$ cat src/rtl/rob_ctrl.sv
// ROB sequencer: head/tail/count/valid bookkeeping, one-hot line enables, commit handshake.
// Combinational enables, registered pointers; flush wins and costs one dead cycle (FLUSH). Optional macro: ROB_PERF_CNT_EN.
module rob_ctrl #(
    parameter int ADDR_WIDTH = 3,
    parameter int DEPTH      = 1 << ADDR_WIDTH
) (
    input  logic                  clk,
    input  logic                  rst,
    input  logic                  alloc_req,
    output logic                  alloc_ready,
    output logic [ADDR_WIDTH-1:0] alloc_idx,
    output logic [DEPTH-1:0]      line_write_en,
    input  logic                  update_en_in,
    input  logic [ADDR_WIDTH-1:0] update_idx,
    output logic [DEPTH-1:0]      line_update_en,
    input  logic [DEPTH-1:0]      line_done,
    output logic                  commit_valid,
    output logic [ADDR_WIDTH-1:0] commit_idx,
    input  logic                  commit_ack,
    input  logic                  flush,
`ifdef ROB_PERF_CNT_EN
    output logic [31:0]           perf_stall_cnt,
    output logic [31:0]           perf_commit_cnt,
`endif
    output logic [ADDR_WIDTH:0]   count,
    output logic                  full,
    output logic                  empty
);

    typedef enum logic {RUN = 1'b0, FLUSH = 1'b1} state_t;

    localparam logic [ADDR_WIDTH:0]   CNT_FULL = (ADDR_WIDTH+1)'(DEPTH);
    localparam logic [ADDR_WIDTH:0]   CNT_ONE  = (ADDR_WIDTH+1)'(1);
    localparam logic [ADDR_WIDTH-1:0] PTR_ONE  = ADDR_WIDTH'(1);
    localparam logic [DEPTH-1:0]      OH_ONE   = DEPTH'(1);

    state_t                state_q, state_d;
    logic [ADDR_WIDTH-1:0] head_q, head_d;
    logic [ADDR_WIDTH-1:0] tail_q, tail_d;
    logic [ADDR_WIDTH:0]   count_q, count_d;
    logic [DEPTH-1:0]      valid_q, valid_d;

    logic alloc_fire;
    logic commit_fire;
    logic run;

    assign run   = (state_q == RUN);
    assign full  = (count_q == CNT_FULL);
    assign empty = (count_q == '0);
    assign count = count_q;

    // Registered count only: a commit this cycle never frees room for an alloc this cycle.
    assign alloc_ready = run && !full;
    assign alloc_idx   = tail_q;
    assign alloc_fire  = alloc_req && alloc_ready && !flush;
    assign line_write_en = alloc_fire ? (OH_ONE << tail_q) : '0;

    assign line_update_en = (update_en_in && valid_q[update_idx] && run && !flush)
                          ? (OH_ONE << update_idx) : '0;

    assign commit_idx   = head_q;
    assign commit_valid = run && !flush && valid_q[head_q] && line_done[head_q];
    assign commit_fire  = commit_ack && commit_valid;

    always_comb begin
        state_d = RUN;
        head_d  = head_q;
        tail_d  = tail_q;
        count_d = count_q;
        valid_d = valid_q;
        if (flush) begin
            state_d = FLUSH;
            head_d  = '0;
            tail_d  = '0;
            count_d = '0;
            valid_d = '0;
        end else begin
            // Head and tail cannot collide here: a commit needs a valid head, an alloc an invalid tail.
            if (commit_fire) begin
                valid_d[head_q] = 1'b0;
                head_d          = head_q + PTR_ONE;
            end
            if (alloc_fire) begin
                valid_d[tail_q] = 1'b1;
                tail_d          = tail_q + PTR_ONE;
            end
            case ({alloc_fire, commit_fire})
                2'b10:   count_d = count_q + CNT_ONE;
                2'b01:   count_d = count_q - CNT_ONE;
                default: count_d = count_q;
            endcase
        end
    end

    always_ff @(posedge clk or negedge rst) begin
        if (!rst) begin
            state_q <= RUN;
            head_q  <= '0;
            tail_q  <= '0;
            count_q <= '0;
            valid_q <= '0;
        end else begin
            state_q <= state_d;
            head_q  <= head_d;
            tail_q  <= tail_d;
            count_q <= count_d;
            valid_q <= valid_d;
        end
    end

`ifdef ROB_PERF_CNT_EN
    logic [31:0] stall_cnt_q, stall_cnt_d;
    logic [31:0] commit_cnt_q, commit_cnt_d;

    // Saturating; flush deliberately leaves the statistics alone.
    always_comb begin
        stall_cnt_d  = stall_cnt_q;
        commit_cnt_d = commit_cnt_q;
        if (alloc_req && !alloc_ready && (stall_cnt_q != 32'hFFFF_FFFF)) begin
            stall_cnt_d = stall_cnt_q + 32'd1;
        end
        if (commit_fire && (commit_cnt_q != 32'hFFFF_FFFF)) begin
            commit_cnt_d = commit_cnt_q + 32'd1;
        end
    end

    always_ff @(posedge clk or negedge rst) begin
        if (!rst) begin
            stall_cnt_q  <= '0;
            commit_cnt_q <= '0;
        end else begin
            stall_cnt_q  <= stall_cnt_d;
            commit_cnt_q <= commit_cnt_d;
        end
    end

    assign perf_stall_cnt  = stall_cnt_q;
    assign perf_commit_cnt = commit_cnt_q;
`endif

endmodule

$ cat config.mk
export PLATFORM = sky130hd
export DESIGN_NAME = rob_ctrl
export DESIGN_NICKNAME = d
export VERILOG_FILES = /design/src/rtl/rob_ctrl.sv
export SDC_FILE = /design/constraint.sdc
export NUM_CORES = 1
export LEC_CHECK = 0
export ABC_AREA = 1
export BUFFER_PORTS_ARGS = -buffer_cell sky130_fd_sc_hd__buf_2
export CORE_UTILIZATION = 46
export CTS_CLUSTER_SIZE = 28
export DETAILED_ROUTE_END_ITERATION = 8
export GPL_TIMING_DRIVEN = 0
export PLACE_DENSITY = 0.75
export SLEW_MARGIN = 20
export SYNTH_ARGS = -nofsm -noshare
export SYNTH_HDL_FRONTEND = slang
export SYNTH_SLANG_ARGS = --single-unit
$ cat constraint.sdc
create_clock -name clk -period 2.1 [get_ports clk]
set_input_delay 0 -clock clk [delete_from_list [all_inputs] [get_ports clk]]
set_output_delay 0 -clock clk [all_outputs]
set_load 0.005 [all_outputs]
==> summary.md <==
| Metric | Value |
|---|---|
| WS Path Type | reg -> reg |
| Yosys reg bits | 19 |
| Core Rows | 20 |
| Post-layout minimum cycle time | 2.18 ns |
| CTS H-tree depth | 1 |
| Vias in the first global route | 1472 |
| Synthesis-to-finish area growth | 40.4% |
| Max-cap viol count | 0 |
| Clock Pin Slew Worst Setup and Hold Paths | 0.12 ns |
| Initial DRC count | 49 |
| Crit end category | register |
| Final setup vio count | 2 |
| Met3 Use GR | 0.0330 |
| Final Wtd Congestion | 0.810 |
| Cell Pwr Density | 366 nW/um2 |
| Cell with the most instances after synthesis | nand2_1 |
| Outcome | finished, violations left |
| GR Util met1 | 0.302 |
| Fin Setup TNS | -0.154 ns |
| Post-Synthesis Cells | 221 |
| IO Count | 47 |
| Nets | 319 |
| Gr busiest metal | met2 |
| Critical path cell sequence | inv_2, buf_6, nand2_2, nand2_2, nand2_1, nand2_1, nand2_1, nand2_2, nand3_4, nor2_4, buf_4, buf_6, fa_2, nand2_1, nand2_1 |
| PortBufs | 46 |
| Slew Viols, Final | 0 |
| Fin. Hold Viols | 0 |
| WL final | 3.92 mm |
| Top cell types by occurrence after synthesis | nand2_1, inv_1, nor2_1 |
| Chip height | 58.9 um |
| Crit Path Max Fanout | 6 |
| Final antenna-violating net count | 0 |
| Min-delay worst type | in -> reg |
| Failing checks | setup timing |
| Max incr delay on CP | 0.43 ns |
| EDFF count, synth | 0 |
| Main flop type after synthesis | dfrtp_1 |
| Root buf cell | clkbuf_4 |
| DP Wirelength | 2.69 mm |
| CTS tree | built |
| Register-to-register setup slack | -0.08 ns |
| GRT overflow | 0 |
| Slew Limit Headroom | 0.677 |
| CP max stage cell | dfrtp_1 |
| Drc violations | 0 |
| Most used cell, CP | nand2_1 |
| Area contributors post-synth | dfrtp_1, nand2_1, ha_1 |
| Pre-CTS setup slack | -0.347 ns |
| Cell Area, Synth | 1490 um2 |
| Top-area cell type share of the netlist area | 0.319 |
| Fill cell count | 293 |
| Syn_nets | 248 |
| Tcrit/Tclk final | 1.04 |
| DR pass1 iterations | 4 |
| CP required | 2.31 ns |
| Diode count | 0 |
| Least-Margin Pin Slew | 0.484 ns |
| Post-synthesis cell type count | 30 |
| Skew-Pair Late Insertion Delay | 0.30 ns |
| Critical Path AT | 2.40 ns |
| Global Route met2 Usage | 0.407 |
| Register area share after synthesis | 0.319 |
| Critical Path Start Type | register |
| Drt wl/cell | 11.7 um |
| Fmax | 458 MHz |
| Final WS setup | -0.0837 ns |
| Final Util | 0.685 |
| Avg Inst Size Synth | 6.74 um2 |
| Die area | 3470 um2 |
| Leak Pwr | 1.11 nW |
| Largest net degree at the start of global routing | 20 |
| Number of CTS-inserted buffers | 3 |
| RSZ-0062 raised after global routing | yes |
| Async set-reset flop share out of synthesis | 1.00 |
| Max Buffers Root-to-Sink | 2 |
| Post-synth top area cell | dfrtp_1 |
| Worst VDD drop | 0.331 mV |
| CORE AREA | 3050 um2 |
| GRT Util Overall | 0.234 |
| Layout cells sized above 1 | 0.368 |
| Initial Utilization | 0.488 |
| Worst clock skew | 0.0133 ns |
| Die W | 58.9 um |
| Initial antenna violation count | 0 |
| Vias per cell | 5.05 |
| First-pass GRT wire length | 6.20 mm |
| Clock Sink Count | 19 |
| Synthesis warning total | 0 |
| Via count | 1692 |
## final timing paths
check,start,endpoint,cells past startpoint
max,commit_idx[0],count[1],15
max in group asynchronous,rst,commit_idx[2],2
min,alloc_req,alloc_idx[2],3
min reg2reg,count[0],count[0],1
max reg2reg,commit_idx[0],count[1],15
min in group asynchronous,rst,count[2],2
## per-layer routing
layer / vias up / routed length [um]
met4: 0 / 55
met1: 789 / 1760
met5: - / 0
li1: 848 / -
met2: 49 / 1930
met3: 6 / 171
## critical path: cells and delay by family (launching register included)
kind	cells	cell delay (ns)
fa+ha+maj	1	0.43
buf+inv	4	0.44
flops	1	0.43
simple gates	10	0.79
## cells by family after synthesis
family / Yosys count / synth area share
buffers and inverters: 38 / 0.109
XOR/XNOR: 1 / 0.00588
AND/OR/NAND/NOR: 121 / 0.359
adder cells (fa/ha/maj): 10 / 0.0890
AO/OA/AOI/OAI: 32 / 0.118
flip-flops: 19 / 0.319
## per-stage QoR
step | cells | hold WS [ns] | total power [mW] | area, um2
2_1_floorplan | 221 | -0.296 | 0.485 | 1510
3_3_place_gp | 311 | -0.0337 | 0.547 | 1800
3_5_place_dp | 311 | -0.0372 | 0.549 | 1800
4_1_cts | 333 | 0.0753 | 0.748 | 2040
5_1_grt | 335 | 0.0756 | 0.803 | 2090
6_report | 335 | 0.0526 | 0.765 | 2090
## power by group
| group | total, mW | leakage, nW | switching (mW) | internal, mW |
|---|---|---|---|---|
| combinational | 0.169 | 0.841 | 0.0928 | 0.0765 |
| sequential | 0.405 | 0.254 | 0.0247 | 0.381 |
| clock | 0.190 | 0.0177 | 0.119 | 0.0710 |
## final cells by class
class	instances	area (um2)	share of cell area
inverters	33	126	0.0604
clock buffers	3	22.5	0.0108
multi-input cells	164	961	0.459
repair buffers	66	393	0.188
plain buffers	5	48.8	0.0233
well taps	44	55.1	0.0263
flip-flops and latches	19	480	0.230
clock inverters	1	5.00	0.00239
## registers in the layout (all words and copies together), names as in the netlist
register    cells
valid_q         8
count           4
alloc_idx       3
commit_idx      3
state_q         1
## cells in the final DEF (no fill, tap or decap), drive strengths merged, types with 3 or more instances in the layout
cell,Yosys,layout
nand3,22,22
ha,9,9
nand3b,3,3
nand2,61,61
dfrtp,19,19
o21ai,16,16
buf,4,68
a21oi,11,11
clkbuf,1,4
inv,32,32
nor2,29,29
## what timing repair did
action	4_1_cts	5_1_grt
resized for setup	23	9
hold buffers	2	0
endpoints found under the hold margin	20	0
pin swaps	12	12
setup endpoints to repair	3	4
setup buffers	16	2
No activity file was read; power rests on OpenSTA's default activity.
